[src/rtl/sram_bist_pkg.sv]
// -----------------------------------------------------------------------------
// sram_bist_pkg
// Shared definitions for the March C- BIST initiator of the 64x128 SRAM:
//   - bist_state_e   : controller states (IDLE, RUN, CHECK, DONE)
//   - NUM_ELEMENTS   : number of march elements (6)
//   - elem_desc_t    : per-element descriptor (direction, read/write ops, data)
//   - MARCH_C_MINUS  : constant table of the six March C- elements
//   - elem_desc()    : safe table lookup (out-of-range index -> no-op element)
//   - elem_is_down() : direction of an element, used for next start address
// -----------------------------------------------------------------------------
package sram_bist_pkg;

  typedef enum logic [1:0] {
    ST_IDLE  = 2'd0,
    ST_RUN   = 2'd1,
    ST_CHECK = 2'd2,
    ST_DONE  = 2'd3
  } bist_state_e;

  localparam int NUM_ELEMENTS = 6;

  // One march element. A two-op element always performs its read first.
  typedef struct packed {
    logic dir_down;   // 1: walk 63 -> 0, 0: walk 0 -> 63
    logic has_read;
    logic read_val;   // expected data bit, replicated over the word
    logic has_write;
    logic write_val;  // written data bit, replicated over the word
  } elem_desc_t;

  // Field order: dir_down, has_read, read_val, has_write, write_val
  localparam elem_desc_t MARCH_C_MINUS [NUM_ELEMENTS] = '{
    '{1'b0, 1'b0, 1'b0, 1'b1, 1'b0},  // 0 up   (w0)
    '{1'b0, 1'b1, 1'b0, 1'b1, 1'b1},  // 1 up   (r0, w1)
    '{1'b0, 1'b1, 1'b1, 1'b1, 1'b0},  // 2 up   (r1, w0)
    '{1'b1, 1'b1, 1'b0, 1'b1, 1'b1},  // 3 down (r0, w1)
    '{1'b1, 1'b1, 1'b1, 1'b1, 1'b0},  // 4 down (r1, w0)
    '{1'b0, 1'b1, 1'b0, 1'b0, 1'b0}   // 5 up   (r0)
  };

  // Index is 3 bits wide; codes 6 and 7 map to an element that does nothing.
  function automatic elem_desc_t elem_desc(input logic [2:0] idx);
    elem_desc_t d;
    case (idx)
      3'd0:    d = MARCH_C_MINUS[0];
      3'd1:    d = MARCH_C_MINUS[1];
      3'd2:    d = MARCH_C_MINUS[2];
      3'd3:    d = MARCH_C_MINUS[3];
      3'd4:    d = MARCH_C_MINUS[4];
      3'd5:    d = MARCH_C_MINUS[5];
      default: d = '{1'b0, 1'b0, 1'b0, 1'b0, 1'b0};
    endcase
    return d;
  endfunction

  function automatic logic elem_is_down(input logic [2:0] idx);
    elem_desc_t d;
    d = elem_desc(idx);
    return d.dir_down;
  endfunction

endpackage

[src/rtl/sram_bist_64x128_cmp.sv]
// -----------------------------------------------------------------------------
// sram_bist_cmp
// Registered compare stage of the BIST. A read issued in cycle N is captured
// ({expected, address, element, valid}) at the end of cycle N; in cycle N+1
// the SRAM output Q is compared with the captured expectation and the result
// is registered at the end of that cycle. Only the first miscompare of a run
// is latched into the fail address/element.
//
// Optional feature (macro SRAM_BIST_DIAG_EN): saturating miscompare counter
// and the XOR syndrome of the first miscompare.
//
// Ports:
//   clk, rst_n       clock, asynchronous active-low reset
//   i_clear          start of a new run: clears all results
//   i_rd_valid       a BIST read is issued this cycle
//   i_rd_exp         expected data bit of that read (replicated)
//   i_rd_addr        address of that read
//   i_rd_elem        march element of that read
//   i_q              SRAM read data (valid the cycle after the read)
//   o_fail           sticky miscompare flag
//   o_fail_addr      address of the first miscompare
//   o_fail_elem      element of the first miscompare
//   o_fail_count     (DIAG) saturating miscompare count
//   o_fail_bits      (DIAG) expected XOR Q at the first miscompare
// -----------------------------------------------------------------------------
module sram_bist_cmp
  import sram_bist_pkg::*;
#(
  parameter int ADDR_BITS = 6,
  parameter int WIDTH     = 128
) (
  input  logic                 clk,
  input  logic                 rst_n,
  input  logic                 i_clear,
  input  logic                 i_rd_valid,
  input  logic                 i_rd_exp,
  input  logic [ADDR_BITS-1:0] i_rd_addr,
  input  logic [2:0]           i_rd_elem,
  input  logic [WIDTH-1:0]     i_q,
`ifdef SRAM_BIST_DIAG_EN
  output logic [9:0]           o_fail_count,
  output logic [WIDTH-1:0]     o_fail_bits,
`endif
  output logic                 o_fail,
  output logic [ADDR_BITS-1:0] o_fail_addr,
  output logic [2:0]           o_fail_elem
);

  logic                 r_pend_valid;
  logic [WIDTH-1:0]     r_pend_exp;
  logic [ADDR_BITS-1:0] r_pend_addr;
  logic [2:0]           r_pend_elem;

  logic                 r_fail;
  logic [ADDR_BITS-1:0] r_fail_addr;
  logic [2:0]           r_fail_elem;

  logic [WIDTH-1:0]     w_diff;
  logic                 w_mismatch;

  assign w_diff     = i_q ^ r_pend_exp;
  assign w_mismatch = r_pend_valid & (|w_diff);

  // Capture the pending read so it lines up with Q in the following cycle
  always_ff @(posedge clk or negedge rst_n) begin
    if (!rst_n) begin
      r_pend_valid <= 1'b0;
      r_pend_exp   <= {WIDTH{1'b0}};
      r_pend_addr  <= {ADDR_BITS{1'b0}};
      r_pend_elem  <= 3'd0;
    end else if (i_clear) begin
      r_pend_valid <= 1'b0;
      r_pend_exp   <= {WIDTH{1'b0}};
      r_pend_addr  <= {ADDR_BITS{1'b0}};
      r_pend_elem  <= 3'd0;
    end else begin
      r_pend_valid <= i_rd_valid;
      r_pend_exp   <= {WIDTH{i_rd_exp}};
      r_pend_addr  <= i_rd_addr;
      r_pend_elem  <= i_rd_elem;
    end
  end

  // Sticky fail flag; address/element frozen at the first miscompare
  always_ff @(posedge clk or negedge rst_n) begin
    if (!rst_n) begin
      r_fail      <= 1'b0;
      r_fail_addr <= {ADDR_BITS{1'b0}};
      r_fail_elem <= 3'd0;
    end else if (i_clear) begin
      r_fail      <= 1'b0;
      r_fail_addr <= {ADDR_BITS{1'b0}};
      r_fail_elem <= 3'd0;
    end else if (w_mismatch && !r_fail) begin
      r_fail      <= 1'b1;
      r_fail_addr <= r_pend_addr;
      r_fail_elem <= r_pend_elem;
    end else begin
      r_fail      <= r_fail;
      r_fail_addr <= r_fail_addr;
      r_fail_elem <= r_fail_elem;
    end
  end

  assign o_fail      = r_fail;
  assign o_fail_addr = r_fail_addr;
  assign o_fail_elem = r_fail_elem;

`ifdef SRAM_BIST_DIAG_EN
  logic [9:0]       r_fail_count;
  logic [WIDTH-1:0] r_fail_bits;

  // Saturating miscompare count and first-failure syndrome
  always_ff @(posedge clk or negedge rst_n) begin
    if (!rst_n) begin
      r_fail_count <= 10'd0;
      r_fail_bits  <= {WIDTH{1'b0}};
    end else if (i_clear) begin
      r_fail_count <= 10'd0;
      r_fail_bits  <= {WIDTH{1'b0}};
    end else begin
      if (w_mismatch && (r_fail_count != 10'd1023)) begin
        r_fail_count <= r_fail_count + 10'd1;
      end else begin
        r_fail_count <= r_fail_count;
      end
      if (w_mismatch && !r_fail) begin
        r_fail_bits <= w_diff;
      end else begin
        r_fail_bits <= r_fail_bits;
      end
    end
  end

  assign o_fail_count = r_fail_count;
  assign o_fail_bits  = r_fail_bits;
`endif

endmodule

[src/rtl/sram_bist_64x128.sv]
// -----------------------------------------------------------------------------
// sram_bist_64x128
// March C- BIST initiator between the functional requester and a 64x128
// single-port byte-enable SRAM. In IDLE/DONE the SRAM pins are a straight
// passthrough of the Func* inputs; in RUN/CHECK the BIST owns the pins,
// issues one SRAM operation per cycle (640 ops) and then spends one CHECK
// cycle comparing the final read.
//
// Optional feature (macro SRAM_BIST_DIAG_EN): FailCount / FailBits outputs.
//
// Ports:
//   CLK, RSTB                 clock, asynchronous active-low reset
//   Start                     start pulse (honoured in IDLE/DONE only)
//   Busy                      BIST owns the SRAM
//   Done                      run complete, held until the next Start
//   Fail                      sticky miscompare flag
//   FailAddr, FailElement     first failing address / march element
//   FailCount, FailBits       (DIAG) miscompare count / first syndrome
//   FuncCEB, FuncWEB, FuncA,
//   FuncD, FuncBWEB           functional SRAM request (active-low enables)
//   FuncQ                     read data to the functional side (= Q)
//   CEB, WEB, A, D, BWEB      SRAM pins
//   Q                         SRAM read data, valid the cycle after a read
// -----------------------------------------------------------------------------
module sram_bist_64x128
  import sram_bist_pkg::*;
#(
  parameter int ADDR_BITS = 6,
  parameter int WIDTH     = 128
) (
  input  logic                 CLK,
  input  logic                 RSTB,
  input  logic                 Start,
  output logic                 Busy,
  output logic                 Done,
  output logic                 Fail,
  output logic [ADDR_BITS-1:0] FailAddr,
  output logic [2:0]           FailElement,
`ifdef SRAM_BIST_DIAG_EN
  output logic [9:0]           FailCount,
  output logic [WIDTH-1:0]     FailBits,
`endif
  input  logic                 FuncCEB,
  input  logic                 FuncWEB,
  input  logic [ADDR_BITS-1:0] FuncA,
  input  logic [WIDTH-1:0]     FuncD,
  input  logic [WIDTH-1:0]     FuncBWEB,
  output logic [WIDTH-1:0]     FuncQ,
  output logic                 CEB,
  output logic                 WEB,
  output logic [ADDR_BITS-1:0] A,
  output logic [WIDTH-1:0]     D,
  output logic [WIDTH-1:0]     BWEB,
  input  logic [WIDTH-1:0]     Q
);

  localparam logic [2:0] LAST_ELEM = 3'(NUM_ELEMENTS - 1);

  bist_state_e          r_state;
  logic [2:0]           r_elem;
  logic [ADDR_BITS-1:0] r_addr;
  logic                 r_phase;   // 0: read slot, 1: write slot of a two-op element
  logic                 r_busy;
  logic                 r_done;

  bist_state_e          w_state_nxt;
  logic [2:0]           w_elem_nxt;
  logic [ADDR_BITS-1:0] w_addr_nxt;
  logic                 w_phase_nxt;
  logic                 w_start_run;

  elem_desc_t           w_desc;
  logic                 w_run;
  logic                 w_own;
  logic                 w_bist_rd;
  logic                 w_bist_wr;
  logic                 w_op_last;
  logic                 w_addr_last;

  assign w_desc      = elem_desc(r_elem);
  assign w_run       = (r_state == ST_RUN);
  assign w_own       = (r_state == ST_RUN) || (r_state == ST_CHECK);
  assign w_bist_rd   = w_run & w_desc.has_read  & (~w_desc.has_write | ~r_phase);
  assign w_bist_wr   = w_run & w_desc.has_write & (~w_desc.has_read  |  r_phase);
  // A single-op element finishes its address in one cycle.
  assign w_op_last   = ~(w_desc.has_read & w_desc.has_write) | r_phase;
  assign w_addr_last = w_desc.dir_down ? (r_addr == {ADDR_BITS{1'b0}})
                                       : (r_addr == {ADDR_BITS{1'b1}});

  // State register, march counters and registered status flags
  always_ff @(posedge CLK or negedge RSTB) begin
    if (!RSTB) begin
      r_state <= ST_IDLE;
      r_elem  <= 3'd0;
      r_addr  <= {ADDR_BITS{1'b0}};
      r_phase <= 1'b0;
      r_busy  <= 1'b0;
      r_done  <= 1'b0;
    end else begin
      r_state <= w_state_nxt;
      r_elem  <= w_elem_nxt;
      r_addr  <= w_addr_nxt;
      r_phase <= w_phase_nxt;
      r_busy  <= (w_state_nxt == ST_RUN) || (w_state_nxt == ST_CHECK);
      r_done  <= (w_state_nxt == ST_DONE);
    end
  end

  // Next-state and march sequencing
  always_comb begin
    w_state_nxt = r_state;
    w_elem_nxt  = r_elem;
    w_addr_nxt  = r_addr;
    w_phase_nxt = r_phase;
    w_start_run = 1'b0;
    case (r_state)
      ST_IDLE, ST_DONE: begin
        if (Start) begin
          w_state_nxt = ST_RUN;
          w_elem_nxt  = 3'd0;
          w_addr_nxt  = {ADDR_BITS{1'b0}};
          w_phase_nxt = 1'b0;
          w_start_run = 1'b1;
        end else begin
          w_state_nxt = r_state;
        end
      end
      ST_RUN: begin
        if (w_op_last) begin
          w_phase_nxt = 1'b0;
          if (w_addr_last) begin
            if (r_elem == LAST_ELEM) begin
              w_state_nxt = ST_CHECK;
            end else begin
              // Wrap onto the start address of the following element.
              w_elem_nxt = r_elem + 3'd1;
              w_addr_nxt = elem_is_down(r_elem + 3'd1) ? {ADDR_BITS{1'b1}}
                                                       : {ADDR_BITS{1'b0}};
            end
          end else if (w_desc.dir_down) begin
            w_addr_nxt = r_addr - {{(ADDR_BITS-1){1'b0}}, 1'b1};
          end else begin
            w_addr_nxt = r_addr + {{(ADDR_BITS-1){1'b0}}, 1'b1};
          end
        end else begin
          w_phase_nxt = 1'b1;
        end
      end
      ST_CHECK: begin
        w_state_nxt = ST_DONE;
      end
      default: begin
        w_state_nxt = ST_IDLE;
      end
    endcase
  end

  // SRAM pin ownership: functional passthrough unless the BIST is running
  always_comb begin
    CEB  = FuncCEB;
    WEB  = FuncWEB;
    A    = FuncA;
    D    = FuncD;
    BWEB = FuncBWEB;
    if (w_own) begin
      // CHECK issues no operation; RUN issues one every cycle.
      CEB  = ~w_run;
      WEB  = ~w_bist_wr;
      A    = r_addr;
      D    = {WIDTH{w_desc.write_val}};
      BWEB = w_bist_wr ? {WIDTH{1'b0}} : {WIDTH{1'b1}};
    end else begin
      CEB  = FuncCEB;
    end
  end

  assign FuncQ = Q;
  assign Busy  = r_busy;
  assign Done  = r_done;

  sram_bist_cmp #(
    .ADDR_BITS (ADDR_BITS),
    .WIDTH     (WIDTH)
  ) u_cmp (
    .clk          (CLK),
    .rst_n        (RSTB),
    .i_clear      (w_start_run),
    .i_rd_valid   (w_bist_rd),
    .i_rd_exp     (w_desc.read_val),
    .i_rd_addr    (r_addr),
    .i_rd_elem    (r_elem),
    .i_q          (Q),
`ifdef SRAM_BIST_DIAG_EN
    .o_fail_count (FailCount),
    .o_fail_bits  (FailBits),
`endif
    .o_fail       (Fail),
    .o_fail_addr  (FailAddr),
    .o_fail_elem  (FailElement)
  );

endmodule

[config.mk]
export PLATFORM = sky130hd
export DESIGN_NAME = sram_bist_64x128
export DESIGN_NICKNAME = d
export VERILOG_FILES = /design/src/rtl/sram_bist_pkg.sv /design/src/rtl/sram_bist_64x128_cmp.sv /design/src/rtl/sram_bist_64x128.sv
export SDC_FILE = /design/constraint.sdc
export NUM_CORES = 1
export LEC_CHECK = 0
export BUFFER_PORTS_ARGS = -buffer_cell sky130_fd_sc_hd__clkbuf_2
export CORE_AREA = 8 8 308 310
export CTS_CLUSTER_DIAMETER = 150
export DETAILED_ROUTE_END_ITERATION = 8
export DIE_AREA = 0 0 316 318
export PLACE_DENSITY = 0.3
export SYNTH_ARGS = -nofsm -noshare
export SYNTH_HDL_FRONTEND = slang
export SYNTH_SLANG_ARGS = --single-unit
[constraint.sdc]
create_clock -name CLK -period 5.1 [get_ports CLK]
set_clock_uncertainty 0.05 [all_clocks]
set_input_delay 0.51 -clock CLK [delete_from_list [all_inputs] [get_ports CLK]]
set_output_delay 0.51 -clock CLK [all_outputs]
set_load 0.05 [all_outputs]
== After elaboration in Yosys (flattened, before gate mapping) ==
Index checks and enable logic that the tools add are counted.

* Register bits after elaboration: 162
* Input bits: 395
* Output and inout port bits: 404
* Logic and storage cells: 114

* Add/sub/neg operators: 3
* Eq/ne operators: 22
* Muxes and demuxes: 45
* Bitwise operators: 16
* Reduce and logical (&&, ||, !) cells: 15

{| class="wikitable"
|+ Operators with widths
! operator !! count
|-
| 128-bit two-way mux || 4
|-
| 128-bit OR reduction || 1
|-
| 128-bit XOR || 1
|-
| 6-bit two-way mux || 10
|-
| 5-bit case mux with 6 select lines || 2
|-
| 3-bit two-way mux || 7
|-
| 5-bit two-way mux || 4
|-
| 3-bit by 2-bit equality test with 1-bit output, second input constant || 4
|-
| 3-bit equality test, second input constant || 4
|-
| 6-bit case mux with 2 select lines || 1
|-
| 1-bit two-way mux || 10
|-
| 2-bit equality test, second input constant || 4
|-
| 2-bit two-way mux || 4
|-
| 6-bit by 1-bit adder with 6-bit output, second input constant || 1
|-
| 1-bit bitwise AND || 6
|-
| 3-bit by 1-bit equality test with 1-bit output, second input constant || 2
|-
| 6-bit equality test, second input constant || 1
|-
| 3-bit zero test || 2
|-
| 6-bit zero test || 1
|-
| 1-bit NOT || 6
|-
| 2-bit case mux with 3 select lines || 1
|-
| 3-bit case mux with 2 select lines || 1
|-
| 6-bit by 1-bit subtractor with 6-bit output, second input constant || 1
|-
| 5-bit AND reduction || 1
|-
| 15 further kinds || 22
|}

== Depth between registers and ports, before layout ==
* Depth after elaboration: 12
* Depth in mapped cells: 12
* Depth with buffers taken out: 12

== By module ==
A second synthesis with hierarchy kept.

* Cell total of the unflattened synthesis: 1021
* Area total of the unflattened synthesis: 5889.4 um2

{| class="wikitable"
|+ By module, submodules not included
! module !! instances !! cells an instance !! area an instance (um2) !! sequential area each (um2)
|-
| sram_bist_64x128 || 1 || 829 || 4314.1 || 350.3
|-
| sram_bist_cmp || 1 || 192 || 1575.3 || 525.5
|}

== Least setup slack after synthesis ==
OpenSTA, ideal clock, no wires.

* Kind: reg-to-output
* Start point: register r_state[0]
* End point: output A[2]
* Arrival time: 2.413 ns
* Data required time: 4.540 ns
* Setup slack: 2.127 ns
* Cell stages (with the launch flop): 7
* Path buffers: 3
* Cell sequence: dfrtp_1 > inv_1 > ha_1 > clkbuf_1 > clkbuf_1 > clkbuf_1 > o21ai_0

* Cells in the longest elaborated chain, start to end: 3
* Elaborated cells on any way between the ends: 4
* Those cells by class: eq/ne: 2; mux: 1; reduce/logical: 1

{| class="wikitable"
|+ RTL lines
! what !! RTL line !! text
|-
| start, declared || sram_bist_64x128.sv:59 || <nowiki>bist_state_e r_state;</nowiki>
|-
| start signal, assigned || sram_bist_64x128.sv:100 || <nowiki>r_state <= w_state_nxt;</nowiki>
|-
| 2-bit by 1-bit equality test with 1-bit output / 2-bit equality test (equally long branches) || sram_bist_64x128.sv:82 || <nowiki>assign w_own = (r_state == ST_RUN) || (r_state == ST_CHECK);</nowiki>
|-
| 1-bit logical OR (*) || sram_bist_64x128.sv:82 ||
|-
| 6-bit two-way mux (*) || sram_bist_64x128.sv:165 || <nowiki>if (w_own) begin</nowiki>
|-
| end, declared || sram_bist_64x128.sv:51 || <nowiki>output logic [ADDR_BITS-1:0] A,</nowiki>
|}

Mark *: on every way between the ends. The rest lies on a longest branch, timed or not.

== Worst setup path in the final report ==
* Start point: register r_elem[1]
* End point: output BWEB[87]

* Cells in the longest elaborated chain, start to end: 7
* Elaborated cells on any way between the ends: 13
* Those cells by class: eq/ne: 5; mux: 3; bitwise: 4; reduce/logical: 1

{| class="wikitable"
|+ RTL lines
! what !! RTL line !! text
|-
| start, declared || sram_bist_64x128.sv:60 || <nowiki>logic [2:0] r_elem;</nowiki>
|-
| start signal, assigned || sram_bist_64x128.sv:101 || <nowiki>r_elem <= w_elem_nxt;</nowiki>
|-
| 3-bit equality test, or another cell as far along || sram_bist_pkg.sv:44 || <nowiki>case (idx)</nowiki>
|-
| 5-bit case mux with 6 select lines (*) || sram_bist_pkg.sv:44 ||
|-
| 1-bit NOT || sram_bist_64x128.sv:84 || <nowiki>assign w_bist_wr = w_run & w_desc.has_write & (~w_desc.has_read | r_phase);</nowiki>
|-
| 1-bit OR || sram_bist_64x128.sv:84 ||
|-
| 1-bit bitwise AND (*) || sram_bist_64x128.sv:84 ||
|-
| 128-bit two-way mux (*) || sram_bist_64x128.sv:171 || <nowiki>BWEB = w_bist_wr ? {WIDTH{1'b0}} : {WIDTH{1'b1}};</nowiki>
|-
| 128-bit two-way mux (*) || sram_bist_64x128.sv:165 ||
|-
| end, declared || sram_bist_64x128.sv:53 || <nowiki>output logic [WIDTH-1:0] BWEB,</nowiki>
|}

Marked as above.

==> results.txt <==
- Design Power: 1.13 mW
- Of the synthesized area, sequential elements account for 0.151.
- Warning count from the yosys run: 0
- CTS HTree Levels: 2
* Detail-routed via count per cell: approximately 3.2
- The cell that appears most often on the critical path is inv_1.
- Die area: 100000 sq um
* Drc violations: 0
- At the later pin of the worst-skew pair, clock insertion delay measures 0.28 ns.
- In this run the worst path has a maximum fanout of 25.
- Maximum capacitance violations: 0
* CTS resizes: 0
- CTS Sinks: 35
- For this design, the slowest cell found on the critical path is a31oi_4.
* RD Place Congestion: ~0.87
- Leakage power of the design: 7.11 nW
* Clock-pin transition on the worst setup and hold timing paths: 0.06 ns
- Layout net count: between 1.5k and 2k
- CTS placed an instance of clkbuf_16 at the clock tree root.
* Area of the mapped netlist: approximately 5800 sq um
* Largest net degree at the start of global routing: 75
- between 700 and 800 I/O pins were placed.
- Antenna violations before repair: 20
- TritonCTS built the clock tree.
* Share of flip-flops with an asynchronous set or reset: 1.00
- Largest cells by area after synthesis: nand2_1, a21o_1, buf_4
- Achievable Freq: 0.270 GHz
- Peak supply drop: 0.0000874 V
- Time the final worst path needs with I/O delays and setup: 3.71 ns
- Share of the clock period used by the worst path after layout: 0.727
* Leftover overflow at the end of global routing: 0
- The worst pin sits at a relative slew slack of 0.183.
- Pins Over Slew Limit: 0
- Summed over all nets, the half-perimeter wirelength after detailed placement is 53400 um.
- Delay contributed by the slowest stage of the critical path: 0.68 ns
- Primary flip-flop cell chosen by synthesis mapping: dfrtp_1
- Drt first pass iters: 5
* Total buffers and inverters traversed by the critical path: 4
- In this run the critical register-to-register path is captured at u_cmp.o_fail.
- The initial utilization of the core area, before any placement, comes to 0.0647.
- Wire length per cell after detailed routing: 21.8 um
- Vertical die dimension: 318 um
- Violation count after the first detailed-routing iteration: about 420
- Leading cell type by number of instances after synthesis: nand2_1
- Reg-to-reg critical path startpoint: u_cmp.r_pend_exp[126]
- Total routing usage reported by global routing: 0.109
* Crit path kind: flip-flop to output port
- Synthesis inferred 35 register bits.
- Count of buffers from port buffering: 798
- After the flow finishes, the layout carries non-filler instances totaling 2704.
- Synthesis produced a netlist whose cell count is approximately 900.
* Minimum setup slack among reg-to-reg paths: 1.91 ns
- Die extent in x: 316 um
* Largest area contributor in the synthesized netlist: nand2_1
- Tightest Pin Transition: about 1.2 ns
- Walking the worst path, the cells encountered are inv_1, ha_1, nor2_1, a21oi_1, inv_1, a31oi_4, buf_4, a21o_1, clkbuf_2.
* RSZ-0062 raised after global routing: false
- Top cell type's share of synthesized area: 0.194
* Cell Pwr Density: between 100 and 150 nW/um^2
- Area added between synthesis and finish: 79.4%
* Number of buffers between clock root and the deepest sink: 2
* Cell family contributing the most delay on the critical path: compound AO/OA/AOI/OAI gates
- At the worst endpoint, the arrival time is 3.15 ns.
* Final setup violating endpoints: 0
- Of the cells placed in the final design, the portion with a size suffix greater than 1 is 0.551.
- Area of the core: 89600 sq um
- Data required time at the worst endpoint: approximately 4.5 ns
* Outcome: complete, no violations
- Number of cells on the critical path: 9
* Total wire length: 59000 um
- Wire length of the first global-routing pass: 78000 um
- Total number of vias: a little under 9k
- Averaged over all synthesized cells, the footprint is 6.47 sq um.
* Syn nets: ~1.3k
- Worst hold-check path type: input pin to asynchronous set/reset pin
* Commonest cells post-synth: nand2_1, a21o_1, buf_4
* TritonCTS Buffers: 5
- STA classifies the critical path endpoint as an output port.
- In the final timing run, aggregate negative setup slack is 0 ns.
- The detail route stage leaves a number of antenna-violating nets equal to 0.
- The netlist uses 47 different library cells.
* # Post-CTS Setup Buffers: 0
* Placed instance count: 2691
* Element type at the critical path start: flip-flop
- Row count: 110
- Total count of hold-check failures in the final report: 0
* Number of cell instances on the worst register-to-register path: 6
* Post-synth EDFFs: 0
- Hold-fix buffers, CTS: 0
* Via count of the first global-routing pass: a little over 9k
area by class of cell:
cell class / count / area, sq um
Antenna cell: 5 / 12.5
Clock inverter: 3 / 47.5
Fill cell: 10578 / 79200
Tap cell: 1176 / 1470
Inverter: 10 / 37.5
Clock buffer: 5 / 125
Sequential cell: 35 / 876
Multi-Input combinational cell: 654 / 3670
Timing Repair Buffer: 816 / 4150
how the worst max path moves through the flow:
stage,from,to,slack [ns]
after floorplan,r_state[0],A[2],2.13
after global placement,Q[106],u_cmp.o_fail,1.50
after detailed placement,Q[106],u_cmp.o_fail,1.53
after CTS,r_elem[1],BWEB[87],1.36
after global routing,r_elem[1],BWEB[7],1.12
final,r_elem[1],BWEB[87],1.39
sequential cells by signal (all words and copies together) (netlist names):
name,flops
Busy,1
u_cmp.r_pend_exp,1
u_cmp.o_fail_addr,6
r_addr,6
u_cmp.o_fail_elem,3
u_cmp.r_pend_addr,6
Done,1
r_phase,1
u_cmp.r_pend_elem,3
u_cmp.r_pend_valid,1
r_state,2
u_cmp.o_fail,1
r_elem,3
per-stage QoR:
stage | hold slack, ns | instance area, sq um | setup WS (ns) | util
global placement | 0.448 | 10200 | 1.50 | 0.114
floorplan | 0.164 | 5800 | 2.13 | -
finish | 0.332 | 10400 | 1.39 | 0.116
CTS | 0.385 | 10400 | 1.36 | 0.116
detailed placement | 0.435 | 10200 | 1.53 | 0.114
global route | 0.424 | 10400 | 1.12 | 0.116
per-layer routing:
layer	wire, um	GRT usage
met1	21800	0.116
met2	30700	0.210
met3	6030	0.0391
met4	510	0.0101
met5	12	0
report_power, final:
group / internal (mW) / switching, mW
clock: 0.233 / 0.135
combinational: 0.147 / 0.335
sequential: 0.278 / 0
kinds of logic (layout without fill, tap and decap cells):
logic type               Yosys count  count (layout)  synth area share
other                              0               5                 0
AO/OA/AOI/OAI                    196             196             0.242
buffers and inverters            207             834             0.221
flip-flops                        35              35             0.151
XOR/XNOR                           4               4           0.00605
AND/OR/NAND/NOR                  424             424             0.320
multiplexers                      17              17            0.0304
adder cells (fa/ha/maj)           13              13            0.0294
placed cells by master (no fill, tap or decap), types with 10 or more instances in the layout:
cell type  Yosys  final
nor4_1        17     17
nand4_1       17     17
a21o_1       131    131
nand2_1      299    299
mux2i_1       12     12
inv_1         10     10
dfrtp_1       35     35
clkbuf_2       0    798
buf_4        128     16
ha_1          12     11
nor3_1        26     26
nor2_1        14     14
nand3_1       17     17
o21ai_0       16     16
a21oi_1       12     12
No activity file was read; power rests on OpenSTA's default activity.
